===== config.mk =====
export PLATFORM = sky130hd
export DESIGN_NAME = dmem_ctrl_flat
export DESIGN_NICKNAME = d
export VERILOG_FILES = /design/src/rtl/dmem_ctrl_pkg.sv /design/src/rtl/dmem_ctrl_if.sv /design/src/rtl/dmem_ctrl_timeout_counter.sv /design/src/rtl/dmem_ctrl.sv /design/src/flat_wrapper.sv
export SDC_FILE = /design/constraint.sdc
export NUM_CORES = 1
export LEC_CHECK = 0
export CORE_MARGIN = 3
export CORE_UTILIZATION = 38
export CTS_BUF_LIST = sky130_fd_sc_hd__clkbuf_4 sky130_fd_sc_hd__clkbuf_8 sky130_fd_sc_hd__clkbuf_16
export DETAILED_ROUTE_END_ITERATION = 8
export PLACE_DENSITY = 0.72
export SLEW_MARGIN = 20
export SYNTH_ARGS = -nofsm -noshare
export SYNTH_HDL_FRONTEND = slang
export SYNTH_HIERARCHICAL = 1
export SYNTH_SLANG_ARGS = --single-unit
export TNS_END_PERCENT = 30

===== constraint.sdc =====
create_clock -name CLK -period 1.57 [get_ports CLK]
set_clock_uncertainty 0.1 [all_clocks]
set_input_delay 0.2355 -clock CLK [delete_from_list [all_inputs] [get_ports CLK]]
set_output_delay 0.2355 -clock CLK [all_outputs]
set_load 0.01 [all_outputs]

===== src/rtl/dmem_ctrl_pkg.sv =====
// ---------------------------------------------------------------------------
// dmem_ctrl_pkg
// Shared definitions for the data-memory controller and the CPU top that
// instantiates it: FSM state encoding, default access timeout and the width
// of the timeout counter.
// ---------------------------------------------------------------------------
package dmem_ctrl_pkg;

    typedef enum logic [1:0] {
        IDLE   = 2'd0,
        ACCESS = 2'd1,
        DONE   = 2'd2
    } dmem_state_t;

    // Maximum number of ACCESS cycles before an access is aborted.
    localparam int DMEM_TIMEOUT_DEFAULT = 16;

    // Wide enough for the largest legal timeout (255).
    localparam int DMEM_CNT_W = 8;

endpackage


===== src/rtl/dmem_ctrl_if.sv =====
// ---------------------------------------------------------------------------
// dmem_ctrl_if
// Bundles the CPU-side request bus and the memory-side bus of the data-memory
// controller.
//   slave  : view of the controller (takes CPU requests, drives the memory)
//   master : view of the environment (CPU drives requests, memory responds)
// CPU side   : READ, WRITE, ADDRESS, WRITEDATA -> READDATA, BUSYWAIT, ERROR
// Memory side: MEM_READ, MEM_WRITE, MEM_ADDRESS, MEM_WRITEDATA
//              <- MEM_READDATA, MEM_BUSYWAIT
// ---------------------------------------------------------------------------
interface dmem_ctrl_if #(
    parameter int ADDR_W = 8,
    parameter int DATA_W = 8
);
    logic              READ;
    logic              WRITE;
    logic [ADDR_W-1:0] ADDRESS;
    logic [DATA_W-1:0] WRITEDATA;
    logic [DATA_W-1:0] READDATA;
    logic              BUSYWAIT;
    logic              ERROR;

    logic              MEM_READ;
    logic              MEM_WRITE;
    logic [ADDR_W-1:0] MEM_ADDRESS;
    logic [DATA_W-1:0] MEM_WRITEDATA;
    logic [DATA_W-1:0] MEM_READDATA;
    logic              MEM_BUSYWAIT;

    modport slave (
        input  READ, WRITE, ADDRESS, WRITEDATA, MEM_READDATA, MEM_BUSYWAIT,
        output READDATA, BUSYWAIT, ERROR,
               MEM_READ, MEM_WRITE, MEM_ADDRESS, MEM_WRITEDATA
    );

    modport master (
        output READ, WRITE, ADDRESS, WRITEDATA, MEM_READDATA, MEM_BUSYWAIT,
        input  READDATA, BUSYWAIT, ERROR,
               MEM_READ, MEM_WRITE, MEM_ADDRESS, MEM_WRITEDATA
    );
endinterface


===== src/rtl/dmem_ctrl_timeout_counter.sv =====
// ---------------------------------------------------------------------------
// timeout_counter
// Counts ACCESS cycles of the data-memory controller.
//   CLK      : clock, rising edge
//   RESET    : synchronous, active-low reset (count -> 0)
//   clear    : load zero (has priority over enable)
//   enable   : increment by one
//   count    : current count (0 in the first ACCESS cycle)
//   terminal : high while count == TC_VALUE-1, i.e. in ACCESS cycle TC_VALUE
// ---------------------------------------------------------------------------
module timeout_counter
    import dmem_ctrl_pkg::*;
#(
    parameter int CNT_W    = DMEM_CNT_W,
    parameter int TC_VALUE = DMEM_TIMEOUT_DEFAULT
) (
    input  logic             CLK,
    input  logic             RESET,
    input  logic             clear,
    input  logic             enable,
    output logic [CNT_W-1:0] count,
    output logic             terminal
);

    logic [CNT_W-1:0] count_reg;

    always_ff @(posedge CLK) begin
        if (!RESET) begin
            count_reg <= '0;
        end else if (clear) begin
            count_reg <= '0;
        end else if (enable) begin
            count_reg <= count_reg + 1'b1;
        end
    end

    assign count    = count_reg;
    assign terminal = (count_reg == CNT_W'(TC_VALUE - 1));

endmodule


===== src/rtl/dmem_ctrl.sv =====
// ---------------------------------------------------------------------------
// dmem_ctrl
// Data-memory controller between the CPU load/store unit and a multi-cycle
// memory. A request is latched in IDLE, presented to the memory in ACCESS
// until the memory is ready (or the timeout expires), and released in DONE.
//   CLK   : clock, rising edge
//   RESET : synchronous, active-low reset
//   bus   : dmem_ctrl_if.slave (CPU request bus and memory bus)
// Parameters: ADDR_W, DATA_W, TIMEOUT (2..255 ACCESS cycles)
// ---------------------------------------------------------------------------
module dmem_ctrl
    import dmem_ctrl_pkg::*;
#(
    parameter int ADDR_W  = 8,
    parameter int DATA_W  = 8,
    parameter int TIMEOUT = DMEM_TIMEOUT_DEFAULT
) (
    input  logic    CLK,
    input  logic    RESET,
    dmem_ctrl_if.slave bus
);

    dmem_state_t state_reg, state_next;

    logic [ADDR_W-1:0]     addr_reg;
    logic [DATA_W-1:0]     wdata_reg;
    logic [DATA_W-1:0]     rdata_reg;
    logic                  error_reg;
    logic                  mem_read_reg;
    logic                  mem_write_reg;

    logic                  accept;
    logic                  illegal;
    logic                  finish_ok;
    logic                  finish_timeout;
    logic                  busywait_comb;
    logic                  cnt_clear;
    logic                  cnt_enable;
    logic                  cnt_terminal;
    logic [DMEM_CNT_W-1:0] cnt_value;

    timeout_counter #(
        .CNT_W    (DMEM_CNT_W),
        .TC_VALUE (TIMEOUT)
    ) u_timeout (
        .CLK      (CLK),
        .RESET    (RESET),
        .clear    (cnt_clear),
        .enable   (cnt_enable),
        .count    (cnt_value),
        .terminal (cnt_terminal)
    );

    always_ff @(posedge CLK) begin
        if (!RESET) begin
            state_reg <= IDLE;
        end else begin
            state_reg <= state_next;
        end
    end

    always_comb begin
        state_next     = state_reg;
        accept         = 1'b0;
        illegal        = 1'b0;
        finish_ok      = 1'b0;
        finish_timeout = 1'b0;
        busywait_comb  = 1'b0;
        cnt_clear      = 1'b0;
        cnt_enable     = 1'b0;
        case (state_reg)
            IDLE: begin
                if (bus.READ && bus.WRITE) begin
                    illegal = 1'b1;
                end else if (bus.READ || bus.WRITE) begin
                    // Stall the CPU in the request cycle itself.
                    accept        = 1'b1;
                    busywait_comb = 1'b1;
                    cnt_clear     = 1'b1;
                    state_next    = ACCESS;
                end
            end
            ACCESS: begin
                busywait_comb = 1'b1;
                cnt_enable    = 1'b1;
                // The memory has not seen the strobe yet in the first
                // ACCESS cycle, so its busy flag is meaningless there.
                if (cnt_value != '0) begin
                    if (!bus.MEM_BUSYWAIT) begin
                        finish_ok  = 1'b1;
                        state_next = DONE;
                    end else if (cnt_terminal) begin
                        finish_timeout = 1'b1;
                        state_next     = DONE;
                    end
                end
            end
            DONE: begin
                state_next = IDLE;
            end
            default: begin
                state_next = IDLE;
            end
        endcase
    end

    always_ff @(posedge CLK) begin
        if (!RESET) begin
            addr_reg      <= '0;
            wdata_reg     <= '0;
            rdata_reg     <= '0;
            error_reg     <= 1'b0;
            mem_read_reg  <= 1'b0;
            mem_write_reg <= 1'b0;
        end else begin
            if (accept) begin
                addr_reg      <= bus.ADDRESS;
                wdata_reg     <= bus.WRITEDATA;
                mem_read_reg  <= bus.READ;
                mem_write_reg <= bus.WRITE;
            end
            if (finish_ok || finish_timeout) begin
                mem_read_reg  <= 1'b0;
                mem_write_reg <= 1'b0;
            end
            // Only loads ever update READDATA; an aborted load returns
            // all ones so the CPU never consumes stale data silently.
            if (finish_ok && mem_read_reg) begin
                rdata_reg <= bus.MEM_READDATA;
            end
            if (finish_timeout && mem_read_reg) begin
                rdata_reg <= '1;
            end
            if (finish_timeout || illegal) begin
                error_reg <= 1'b1;
            end
        end
    end

    assign bus.BUSYWAIT      = RESET && busywait_comb;
    assign bus.READDATA      = rdata_reg;
    assign bus.ERROR         = error_reg;
    assign bus.MEM_READ      = mem_read_reg;
    assign bus.MEM_WRITE     = mem_write_reg;
    assign bus.MEM_ADDRESS   = addr_reg;
    assign bus.MEM_WRITEDATA = wdata_reg;

endmodule


===== src/flat_wrapper.sv =====
// flat-port wrapper written by rule: the top's interface ports become plain ports
module dmem_ctrl_flat import dmem_ctrl_pkg::*;
#(
    parameter int ADDR_W  = 8,
    parameter int DATA_W  = 8,
    parameter int TIMEOUT = DMEM_TIMEOUT_DEFAULT
)
  (CLK, RESET, bus_READ, bus_WRITE, bus_ADDRESS, bus_WRITEDATA, bus_MEM_READDATA, bus_MEM_BUSYWAIT, bus_READDATA, bus_BUSYWAIT, bus_ERROR, bus_MEM_READ, bus_MEM_WRITE, bus_MEM_ADDRESS, bus_MEM_WRITEDATA);
  dmem_ctrl_if #(.ADDR_W(ADDR_W), .DATA_W(DATA_W)) bus_i ();
  input  logic CLK;
  input  logic RESET;
  input wire logic [$bits(bus_i.READ)-1:0] bus_READ;
  input wire logic [$bits(bus_i.WRITE)-1:0] bus_WRITE;
  input wire logic [$bits(bus_i.ADDRESS)-1:0] bus_ADDRESS;
  input wire logic [$bits(bus_i.WRITEDATA)-1:0] bus_WRITEDATA;
  input wire logic [$bits(bus_i.MEM_READDATA)-1:0] bus_MEM_READDATA;
  input wire logic [$bits(bus_i.MEM_BUSYWAIT)-1:0] bus_MEM_BUSYWAIT;
  output wire logic [$bits(bus_i.READDATA)-1:0] bus_READDATA;
  output wire logic [$bits(bus_i.BUSYWAIT)-1:0] bus_BUSYWAIT;
  output wire logic [$bits(bus_i.ERROR)-1:0] bus_ERROR;
  output wire logic [$bits(bus_i.MEM_READ)-1:0] bus_MEM_READ;
  output wire logic [$bits(bus_i.MEM_WRITE)-1:0] bus_MEM_WRITE;
  output wire logic [$bits(bus_i.MEM_ADDRESS)-1:0] bus_MEM_ADDRESS;
  output wire logic [$bits(bus_i.MEM_WRITEDATA)-1:0] bus_MEM_WRITEDATA;
  assign bus_i.READ = bus_READ;
  assign bus_i.WRITE = bus_WRITE;
  assign bus_i.ADDRESS = bus_ADDRESS;
  assign bus_i.WRITEDATA = bus_WRITEDATA;
  assign bus_i.MEM_READDATA = bus_MEM_READDATA;
  assign bus_i.MEM_BUSYWAIT = bus_MEM_BUSYWAIT;
  assign bus_READDATA = bus_i.READDATA;
  assign bus_BUSYWAIT = bus_i.BUSYWAIT;
  assign bus_ERROR = bus_i.ERROR;
  assign bus_MEM_READ = bus_i.MEM_READ;
  assign bus_MEM_WRITE = bus_i.MEM_WRITE;
  assign bus_MEM_ADDRESS = bus_i.MEM_ADDRESS;
  assign bus_MEM_WRITEDATA = bus_i.MEM_WRITEDATA;
  dmem_ctrl #(.ADDR_W(ADDR_W), .DATA_W(DATA_W), .TIMEOUT(TIMEOUT)) u_core (.CLK(CLK), .RESET(RESET), .bus(bus_i));
endmodule

## Word level (Yosys, flattened, before mapping)

Index checks and enable logic that the tools add are counted.

| storage, ports and cells | value |
|---|---|
| flip-flop bits (word level) | 37 |
| input bits | 29 |
| output and inout port bits | 28 |
| logic and storage cells | 51 |

| cells by class | value |
|---|---|
| add/sub/neg operators | 1 |
| eq/ne operators | 6 |
| muxes and demuxes | 22 |
| bitwise gates (word level) | 1 |
| reduce and logical (&&, ||, !) cells | 13 |

Operators by type and width:

| kind | count |
|---|---|
| 8-bit 2-to-1 mux | 2 |
| 1-bit 2-to-1 mux | 13 |
| 2-bit 2-to-1 mux | 5 |
| 8-bit by 1-bit adder with 8-bit output (second input constant) | 1 |
| 8-bit by 4-bit == test with 1-bit output (second input constant) | 1 |
| 8-bit nonzero test | 1 |
| 1-bit logical AND | 4 |
| 2-bit by 1-bit != test with 1-bit output (second input constant) | 2 |
| 2-bit one-hot mux with 2 select lines | 1 |
| 4-bit AND reduction | 1 |
| 2-bit OR reduction | 2 |
| 1-bit logical OR | 3 |
| 3-bit by 2-bit != test with 1-bit output (second input constant) | 1 |
| 2-bit by 1-bit == test with 1-bit output (second input constant) | 1 |
| 2-bit zero test | 1 |
| 2-bit != test (second input constant) | 1 |
| 1-bit one-hot mux with 2 select lines | 1 |
| 2-bit nonzero test | 1 |
| 1-bit inverter | 1 |

## Logic depth before layout (Yosys ltp)

Gate-level depths: netlist (run 1).

| depth | value |
|---|---|
| depth after elaboration | 7 |
| depth in mapped cells | 8 |
| gate-level depth less buffers | 6 |

## Modules after synthesis

The synthesis (run 1) kept the hierarchy.

Modules (own cells, without submodules):

| module | instances | cells each | area each (um^2) | seq. area each (um^2) |
|---|---|---|---|---|
| dmem_ctrl | 1 | 121 | 1104.8 | 580.6 |
| timeout_counter | 1 | 40 | 360.3 | 160.2 |

## Worst setup path after synthesis (run 1)

OpenSTA, ideal clock, no wires.

| path | value |
|---|---|
| kind | register -> register |
| start | reg u_core.u_timeout.count_reg[0], in the netlist u_core/u_timeout/count[0] |
| end | reg u_core.rdata_reg[0], in the netlist u_core/bus.READDATA[0] |
| arrival | 1.555 ns |
| data required time | 1.410 ns |
| setup slack | -0.146 ns |
| stages on the path, launching flop included | 8 |
| path buffers | 1 |
| clock period less this slack | 1.716 ns |
| cell sequence | dfxtp_1 ha_1 nand4b_1 nor4_1 nand2b_1 and4_4 buf_6 o221a_1 |

| between the ends | value |
|---|---|
| cells in the longest elaborated chain, start to end | 7 |

RTL lines:

| what | RTL line | source |
|---|---|---|
| from (decl) | dmem_ctrl_timeout_counter.sv:25 | `logic [CNT_W-1:0] count_reg;` |
| from (signal assigned) | dmem_ctrl_timeout_counter.sv:33 | `count_reg <= count_reg + 1'b1;` |
| 8-bit by 4-bit == test with 1-bit output * | dmem_ctrl_timeout_counter.sv:38 | `assign terminal = (count_reg == CNT_W'(TC_VALUE - 1));` |
| net u_core.cnt_terminal | dmem_ctrl.sv:39 | `logic cnt_terminal;` |
| 1-bit 2-to-1 mux * | dmem_ctrl.sv:92 | `end else if (cnt_terminal) begin` |
| 1-bit 2-to-1 mux * | dmem_ctrl.sv:89 | `if (!bus.MEM_BUSYWAIT) begin` |
| 1-bit 2-to-1 mux * | dmem_ctrl.sv:88 | `if (cnt_value != '0) begin` |
| 1-bit 2-to-1 mux * | dmem_ctrl.sv:71 | `case (state_reg)` |
| 1-bit logical AND * | dmem_ctrl.sv:131 | `if (finish_timeout && mem_read_reg) begin` |
| 8-bit 2-to-1 mux / 2-bit nonzero test (equally long branches) | - |  |
| to (signal assigned) | dmem_ctrl.sv:129 | `rdata_reg <= bus.MEM_READDATA;` |
| to (decl) | dmem_ctrl.sv:27 | `logic [DATA_W-1:0] rdata_reg;` |

Mark *: on every way through the listed nets, which the timed path passes. The rest lies on a longest branch.
A chain may end at the register's enable or synchronous reset.

## Worst setup path after layout (run 1)

| path | value |
|---|---|
| start | reg u_core.u_timeout.count_reg[1], in the netlist u_core/u_timeout/count[1] |
| end | reg u_core.rdata_reg[5], in the netlist u_core/bus.READDATA[5] |

The elaborated chain is that of the path after synthesis.

==> summary.txt, run 1 <==
Status - finished with violations
Failing checks - negative setup slack
CP cell instances - ha_4, nand4b_1, nor4_2, nand2b_1, and4_4, o221a_1
Vias per inst - 5.04
Setup slack after layout - -0.0856 ns
Worst hold start - u_core/bus.MEM_ADDRESS[3]
Full die area - 4640 um2
Clock H-tree levels - 2
Clock Latency Late Sink - 0.29 ns
Pwr/cell area - 934 nW/um2
FP Rows - 21
Post-Syn Nets - 193
Syn Inst Count - 161
First-pass GRT wire length - 6080 um
Crit-path max FO - 8
Hold WS - 0.355 ns
TritonCTS sink count - 37
Crit end category - flop
Clock-pin slew on the worst setup and hold paths - 0.06 ns
Number of buffers created by CTS - 5
Crit path kind - reg -> reg
Launching point of the worst reg2reg path - u_core/u_timeout/count[1]
Core Area - 3520 um2
Crit path max-delay cell type - dfxtp_4
Antenna violations before repair - 0
WL/cell - 13.6 um
Final min period - 1.66 ns
Slew Viols, Final - 0
Initial Util - 0.416
Bufs on Longest Clock Path - 2
Tightest Hold Check Type - reg -> reg
Total Routed Length - 3850 um
Diode count - 0
Synth area leaders - dfxtp_1 51%, nand2_1 9.7%, a21oi_1 7.2%
Share of cells above drive strength 1 - 0.186
Root buf cell - clkbuf_8
Post-Syn Area - 1470 um2
Yosys top cell area share - 0.506
Sequential area share after synthesis - 0.506
Vias in the first global route - 1390
Distinct cells, synth - 32
Launch point of the worst path - u_core/u_timeout/count[1]
Lkg Pwr - 0.910 nW
Total gr overflow - 0
Gr usage total - 0.176
Initial drt markers - 98
# DRC - 0
Syn_area_per_cell - 9.10 um2
Final nets - 268
Top-count cell post-synth - nand2_1
Largest net degree at the start of global routing - 19
CP Data Arrival Time - 1.78 ns
Worst Tran Pin Value - 0.300 ns
Synth-to-Final Area Change - 59.3%
Worst path max stage delay - 0.36 ns
Ys async rst share - 0
Post-synth EDFFs - 0
Most frequent cells after synthesis - 38 x nand2_1, 37 x dfxtp_1, 21 x a21oi_1
DRT Pass-1 Iters - 5
Ports - 57
Final Cycle Share - 1.05
Die W - 68.1 um
Max Fclk - 604 MHz
Antenna Violating Nets Remaining - 0
Die height - 68.1 um
Largest area contributor in the netlist - dfxtp_1
Post-DP HPWL - 2930 um
Final Hold Fails - 0
Reg-to-reg setup timing slack - -0.09 ns
#FFs+latches synth - 37
TritonCTS clock tree - yes
Max Cap Viol - 0
Worst slew margin - 0.800
Via Count - 1427
Port buffer count - 56
Final Wtd Congestion - 0.892
WP data required - 1.70 ns
Total power - 2.18 mW
Predominant post-synthesis flop cell - dfxtp_1
Endpoints failing setup - 8
Synthesis Warnings - 6
Maximum vdd ir drop - 0.646 mV
RSZ-0062 raised after global routing - yes
Worst setup SP type - flop
[placed cells by master (no fill, tap or decap), drive strengths merged, types with 4 or more instances in the layout]
cell type and instances:
a21oi 21, buf 20, clkbuf 8, clkdlybuf4s50 52, dfxtp 37, inv 4, nand2 39, nand4 4
nor2 8, o21ai 4, o221a 8
[logic make-up after synthesis]
logic type	share of synthesized area
AND/OR/NAND/NOR	0.230
AO/OA/AOI/OAI	0.173
flip-flops	0.506
buffers and inverters	0.0359
XOR/XNOR	0.0239
adder cells (fa/ha/maj)	0.0256
multiplexers	0.00683
[metrics by stage]
stage / cells / TNS (ns) / area, um2 / setup WS [ns] / utilization
floorplan: 161 / -0.757 / 1490 / -0.0768 / -
global placement: 273 / -8.32 / 2190 / -0.450 / 0.623
detailed placement: 273 / -10.16 / 2190 / -0.490 / 0.623
CTS: 283 / -0.113 / 2330 / -0.0358 / 0.661
global route: 283 / -1.25 / 2330 / -0.170 / 0.663
finish: 283 / -0.540 / 2330 / -0.0856 / 0.663
[worst paths after layout]
| path | end | cells after the start |
|---|---|---|
| worst min-delay path | u_core/bus.MEM_ADDRESS[3] | 2 |
| worst min register to register | u_core/bus.MEM_ADDRESS[3] | 2 |
| worst max-delay path | u_core/bus.READDATA[5] | 6 |
| worst max register to register | u_core/bus.READDATA[5] | 6 |
[layer usage]
metal / GRT usage / up-vias / share of wire
li1: - / 718 / -
met1: 0.196 / 669 / 0.41
met2: 0.318 / 34 / 0.52
met3: 0.0509 / 6 / 0.056
met4: 0.0596 / 0 / 0.012
met5: 0 / - / 0
[layout make-up]
cell class / count / area [um2]
Fill cell: 288 / 1190
Timing Repair Buffer: 75 / 698
Sequential cell: 37 / 749
Tap cell: 46 / 57.6
Multi-Input combinational cell: 113 / 698
Clock buffer: 8 / 115
Inverter: 4 / 15.0
[timing repair]
| item | 4_1_cts | 5_1_grt |
|---|---|---|
| gates resized for setup | 10 | 4 |
| setup buffers | 2 | 0 |
| pin swaps | 8 | 1 |
| hold buffers | 0 | 0 |
| endpoints found under the setup margin | 36 | 15 |
[power breakdown]
| group | switching, mW | total, mW | internal (mW) |
|---|---|---|---|
| Combinational | 0.174 | 0.386 | 0.212 |
| Clock | 0.309 | 0.779 | 0.470 |
| Sequential | 0.0281 | 1.01 | 0.986 |
[critical path: cells and delay by family, from the launching register on]
kind	cells	cell delay [ns]
fa+ha+maj	1	0.13
compound gates	1	0.21
simple gates	4	0.80
flops	1	0.36
(Power assumes the default switching activity.)
==> inputs of run 2 (changes only) <==
--- a/config.mk
+++ b/config.mk
@@ -9,7 +9,7 @@
 export CORE_UTILIZATION = 38
 export CTS_BUF_LIST = sky130_fd_sc_hd__clkbuf_4 sky130_fd_sc_hd__clkbuf_8 sky130_fd_sc_hd__clkbuf_16
 export DETAILED_ROUTE_END_ITERATION = 8
-export PLACE_DENSITY = 0.72
+export PLACE_DENSITY = 0.84
 export SLEW_MARGIN = 20
 export SYNTH_ARGS = -nofsm -noshare
 export SYNTH_HDL_FRONTEND = slang
==> run 2 against run 1 <==
Compared with the run above: the run still ends with negative setup slack left; die area unchanged; non-clock buffer count unchanged; design area up 1.2%; global-route usage down 1.3 points; first-iteration DRC count down 32%; sequential power about the same; sequential share of layout area down 0.39 points; largest cell class unchanged.
==> summary.txt, run 2 (synthesis gave the netlist of run 1 again) <==
Crit end category - flop
Gate power share - 0.179
Crit-path max FO - 8
Antenna Violating Nets Remaining - 0
# DRC - 0
DP Cell Count - 274
Commonest non-fill, non-tap cell in the layout - clkdlybuf4s50_1
Clock network power share - 0.361
Root buf cell - clkbuf_8
Setup TNS - -0.0510 ns
Full die area - 4640 um2
Final Wtd Congestion - 0.830
Clock-pin slew on the worst setup and hold paths - 0.07 ns
Worst Tran Pin Value - 0.319 ns
Vias per inst - 5.00
CP Data Arrival Time - 1.67 ns
Hold path cells - 2
Worst slew margin - 0.787
Cell Int Power - 1.68 mW
Failing checks - negative setup slack
Max Cap Viol - 0
Gr usage total - 0.163
Hold Buf Count CTS - 0
Worst setup SP type - flop
Synth-to-Final Area Change - 61.2%
TritonCTS sink count - 37
Ports - 57
Final Cycle Share - 1.01
Tightest Hold Check Type - reg -> reg
Max Fclk - 631 MHz
DRT Pass-1 Iters - 4
Path depth of the worst reg2reg path - 5
Sequential share of power - 0.460
Initial Util - 0.416
Initial drt markers - 67
Die height - 68.1 um
Switching Power - 529 uW
Slew Viols, Final - 0
TritonCTS clock tree - yes
Bufs on Longest Clock Path - 2
Non-filler cells, final - 283
Final nets - 268
WP data required - 1.65 ns
Diode count - 0
Switch share - 0.240
Share of cells above drive strength 1 - 0.198
Die W - 68.1 um
Largest net degree at the start of global routing - 19
FP Rows - 21
Total Routed Length - 3660 um
Lkg Pwr - 0.927 nW
RSZ-0062 raised after global routing - yes
Port buffer count - 56
Commonest non-fill, non-tap cells in the layout - 52 x clkdlybuf4s50_1, 37 x nand2_1, 34 x dfxtp_1
Hold WS - 0.354 ns
WL/cell - 12.9 um
Crit path kind - reg -> reg
Post-DP HPWL - 2590 um
Pwr/cell area - 934 nW/um2
Status - finished with violations
Clock H-tree levels - 2
First-pass GRT wire length - 5690 um
Endpoints failing setup - 8
Total gr overflow - 0
Number of buffers created by CTS - 5
Clock Latency Late Sink - 0.29 ns
Via Count - 1415
Vias in the first global route - 1333
Setup slack after layout - -0.0145 ns
Core Area - 3520 um2
Maximum vdd ir drop - 0.483 mV
Total power - 2.21 mW
Antenna violations before repair - 0
Final Hold Fails - 0
Final min period - 1.58 ns
==> run 2: cell types whose count changed in the layout (fill, tap and decap cells not counted) <==
cell | previous run | this run
and2b_4 | 0 | 1
nor4_2 | 3 | 2
ha_4 | 1 | 2
inv_1 | 2 | 1
inv_2 | 2 | 3
nor4_4 | 0 | 1
ha_1 | 2 | 1
nand2_1 | 38 | 37
dlygate4sd2_1 | 3 | 2
nand2_2 | 1 | 2
and2b_2 | 1 | 0
dlymetal6s2s_1 | 0 | 1
==> run 2: final timing paths <==
kind,to,slack (ns),startpoint
setup / recovery,u_core/bus.READDATA[7],-0.01,u_core/u_timeout/count[0]
hold / removal,u_core/bus.MEM_ADDRESS[2],0.35,u_core/bus.MEM_ADDRESS[2]
setup reg to reg,u_core/bus.READDATA[7],-0.01,u_core/u_timeout/count[0]
hold reg to reg,u_core/bus.MEM_ADDRESS[2],0.35,u_core/bus.MEM_ADDRESS[2]
==> run 2: what timing repair did <==
action / in CTS / in global routing
pin swaps: 3 / 3
resized for setup: 11 / 8
endpoints found under the setup margin: 27 / 16
hold endpoints to repair: 0 / 0
setup buffers: 1 / 0
==> run 2: worst max-delay path, cell delays in order, from the launching register on <==
cell	delay, ns
dfxtp_4	0.35
buf_4	0.16
nor4_4	0.29
nand2_2	0.12
and4_4	0.22
o221a_1	0.25
==> run 2: stage by stage <==
step                setup slack [ns]   util  cell area, um2
detailed placement            -0.480  0.625            2200
global placement              -0.448  0.625            2200
floorplan                    -0.0768      -            1490
global route                 -0.0646  0.671            2360
CTS                         -0.00554  0.664            2340
finish                       -0.0145  0.671            2360
==> run 2: power by group through the flow <==
stage	clock, mW	sequential, mW	combinational, mW
finish	0.797	1.01	0.395
CTS	0.817	1.01	0.384
floorplan	0	1.05	0.141
detailed placement	0	1.03	0.383
global route	0.852	1.02	0.432
global placement	0	1.03	0.376
==> run 2: layout make-up <==
cell class                 instances  area (um2)
fill                             279        1160
sequential                        37         749
multi-input combinational        113         723
timing repair buffer              75         702
clock buffer                       8         115
tap                               46        57.6
inverter                           4        15.0
==> run 2: layer usage <==
metal	track usage	wire, um
met4	0.0819	70
met1	0.196	1590
met5	0	0
met3	0.0460	240
met2	0.266	1750
==> inputs of run 3 (changes only) <==
--- a/config.mk
+++ b/config.mk
@@ -6,10 +6,11 @@
 export NUM_CORES = 1
 export LEC_CHECK = 0
 export CORE_MARGIN = 3
-export CORE_UTILIZATION = 38
+export CORE_UTILIZATION = 40
 export CTS_BUF_LIST = sky130_fd_sc_hd__clkbuf_4 sky130_fd_sc_hd__clkbuf_8 sky130_fd_sc_hd__clkbuf_16
 export DETAILED_ROUTE_END_ITERATION = 8
-export PLACE_DENSITY = 0.84
+export DONT_BUFFER_PORTS = 1
+export PLACE_DENSITY = 0.66
 export SLEW_MARGIN = 20
 export SYNTH_ARGS = -nofsm -noshare
 export SYNTH_HDL_FRONTEND = slang
==> run 3 against run 2 <==
Compared with the run above: the flow still finishes with violations (negative setup slack); critical path depth unchanged; register-to-register slack about the same; routed wire length is 5.6% lower; utilization down 10 points; via count fell by 9.9%; hold slack worse by 0.33 ns; flip-flop and latch count stayed put; die area shrank 4.6%; critical endpoint is now u_core/bus.READDATA[4].
==> summary.txt, run 3 (synthesis gave the netlist of run 1 again) <==
Final Hold Fails - 0
Via Count - 1275
TritonCTS clock tree - yes
Commonest non-fill, non-tap cells in the layout - 38 x nand2_1, 35 x dfxtp_1, 21 x a21oi_1
Worst path max stage delay - 0.36 ns
Max Cap Viol - 0
Crit path max-delay cell type - dfxtp_4
Vias in the first global route - 1339
RR Endpoint - u_core/bus.READDATA[4]
Total Routed Length - 3450 um
CP cell instances - buf_4, nor4_2, nand2_1, and4_4, o221a_1
First-pass GRT wire length - 5620 um
Initial drt markers - 49
Slew Viols, Final - 0
Path depth of the worst reg2reg path - 5
Crit end category - flop
Post-Place Cell Area - 1620 um2
Antenna violations before repair - 0
DP Cell Count - 215
Launch point of the worst path - u_core/u_timeout/count[1]
Launching point of the worst reg2reg path - u_core/u_timeout/count[1]
CP Data Arrival Time - 1.65 ns
RSZ-0062 raised after global routing - yes
Worst slew margin - 0.786
Max Fclk - 636 MHz
Commonest non-fill, non-tap cell in the layout - nand2_1
Post-Route Utilization - 0.570
Initial Util - 0.426
TritonCTS sink count - 37
Worst setup SP type - flop
Worst Tran Pin Value - 0.320 ns
Cell count along the critical path - 5
Final Wtd Congestion - 0.826
WL/cell - 14.1 um
Worst slack at placement - -0.0656 ns
Total power - 2.22 mW
Clock Latency Late Sink - 0.29 ns
CP delay by family, top - simple AND/OR/NAND/NOR gates
Post-DP HPWL - 2380 um
FP Rows - 21
Clock-pin slew on the worst setup and hold paths - 0.07 ns
CP bufs+invs - 1
Failing checks - negative setup slack
Port buffer count - 0
Number of buffers created by CTS - 5
Largest net degree at the start of global routing - 19
Crit-path max FO - 8
Ports - 57
Root buf cell - clkbuf_8
Final Cycle Share - 1.00
Crit path kind - reg -> reg
Status - finished with violations
Die W - 66.5 um
Final Instance Area - 1960 um2
Vias per inst - 5.23
Share of cells above drive strength 1 - 0.187
Full die area - 4420 um2
DRT Pass-1 Iters - 4
Fillcell total - 285
Setup slack after layout - -0.00280 ns
Clock H-tree levels - 2
Final min period - 1.57 ns
Tightest Hold Check Type - in -> reg
Gr usage total - 0.169
Core Area - 3440 um2
# DRC - 0
Total gr overflow - 0
Final nets - 229
Bufs on Longest Clock Path - 2
Endpoints failing setup - 2
Maximum vdd ir drop - 0.520 mV
Diode count - 0
Pwr/cell area - 1130 nW/um2
Lkg Pwr - 0.769 nW
WP data required - 1.65 ns
Synth-to-Final Area Change - 34.0%
Antenna Violating Nets Remaining - 0
Critical Path Sink - u_core/bus.READDATA[4]
Reg-to-reg setup timing slack - -0.003 ns
Non-filler cells, final - 244
Die height - 66.5 um
run 3: how the worst min path moves through the flow:
stage,start,to,slack (ns),cells after the start
6_report,RESET,u_core/state_reg[1],0.02,1
5_1_grt,bus_MEM_READDATA[5],u_core/bus.READDATA[5],0.007,1
4_1_cts,RESET,u_core/state_reg[1],0.01,1
3_5_place_dp,RESET,u_core/bus.ERROR,0.27,1
3_3_place_gp,RESET,u_core/bus.ERROR,0.27,1
2_1_floorplan,bus_READ,u_core/bus.MEM_READ,0.27,2
run 3: power by group:
part	switching (mW)	total [mW]	internal, mW
clock network	0.347	0.922	0.575
registers	0.0532	1.04	0.985
logic	0.134	0.258	0.124
run 3: per-stage QoR:
stage,TNS [ns],hold slack [ns]
2_1_floorplan,-0.757,0.267
3_3_place_gp,-0.0397,0.266
3_5_place_dp,-0.448,0.274
4_1_cts,0,0.0136
5_1_grt,-1.24,0.00694
6_report,-0.00313,0.0208
run 3: layout make-up:
class | count | area (um2) | area share
Clock buffer | 6 | 93.8 | 0.0478
Clock inverter | 2 | 38.8 | 0.0198
Inverter | 4 | 15.0 | 0.00765
Multi-Input combinational cell | 113 | 692 | 0.352
Sequential cell | 37 | 748 | 0.381
Tap cell | 46 | 57.6 | 0.0293
Timing Repair Buffer | 36 | 318 | 0.162
run 3: per-layer routing:
metal / share of wire / GRT usage / up-vias / wire length [um]
met4: 0.017 / 0.0964 / 0 / 59
met1: 0.41 / 0.168 / 596 / 1420
li1: - / - / 635 / -
met2: 0.51 / 0.315 / 38 / 1780
met3: 0.057 / 0.0422 / 6 / 197
met5: 0 / 0 / - / 0
run 3: worst reg2reg max path, cell delays in order (launching register included):
cell	delay (ns)
dfxtp_4	0.36
buf_4	0.14
nor4_2	0.25
nand2_1	0.14
and4_4	0.23
o221a_1	0.25
run 3: timing repair:
action	in CTS	in global routing
pin swaps	2	1
gates resized for setup	1	1
endpoints found under the setup margin	9	14
hold buffers	19	0
hold endpoints to repair	27	0
setup buffers	2	0
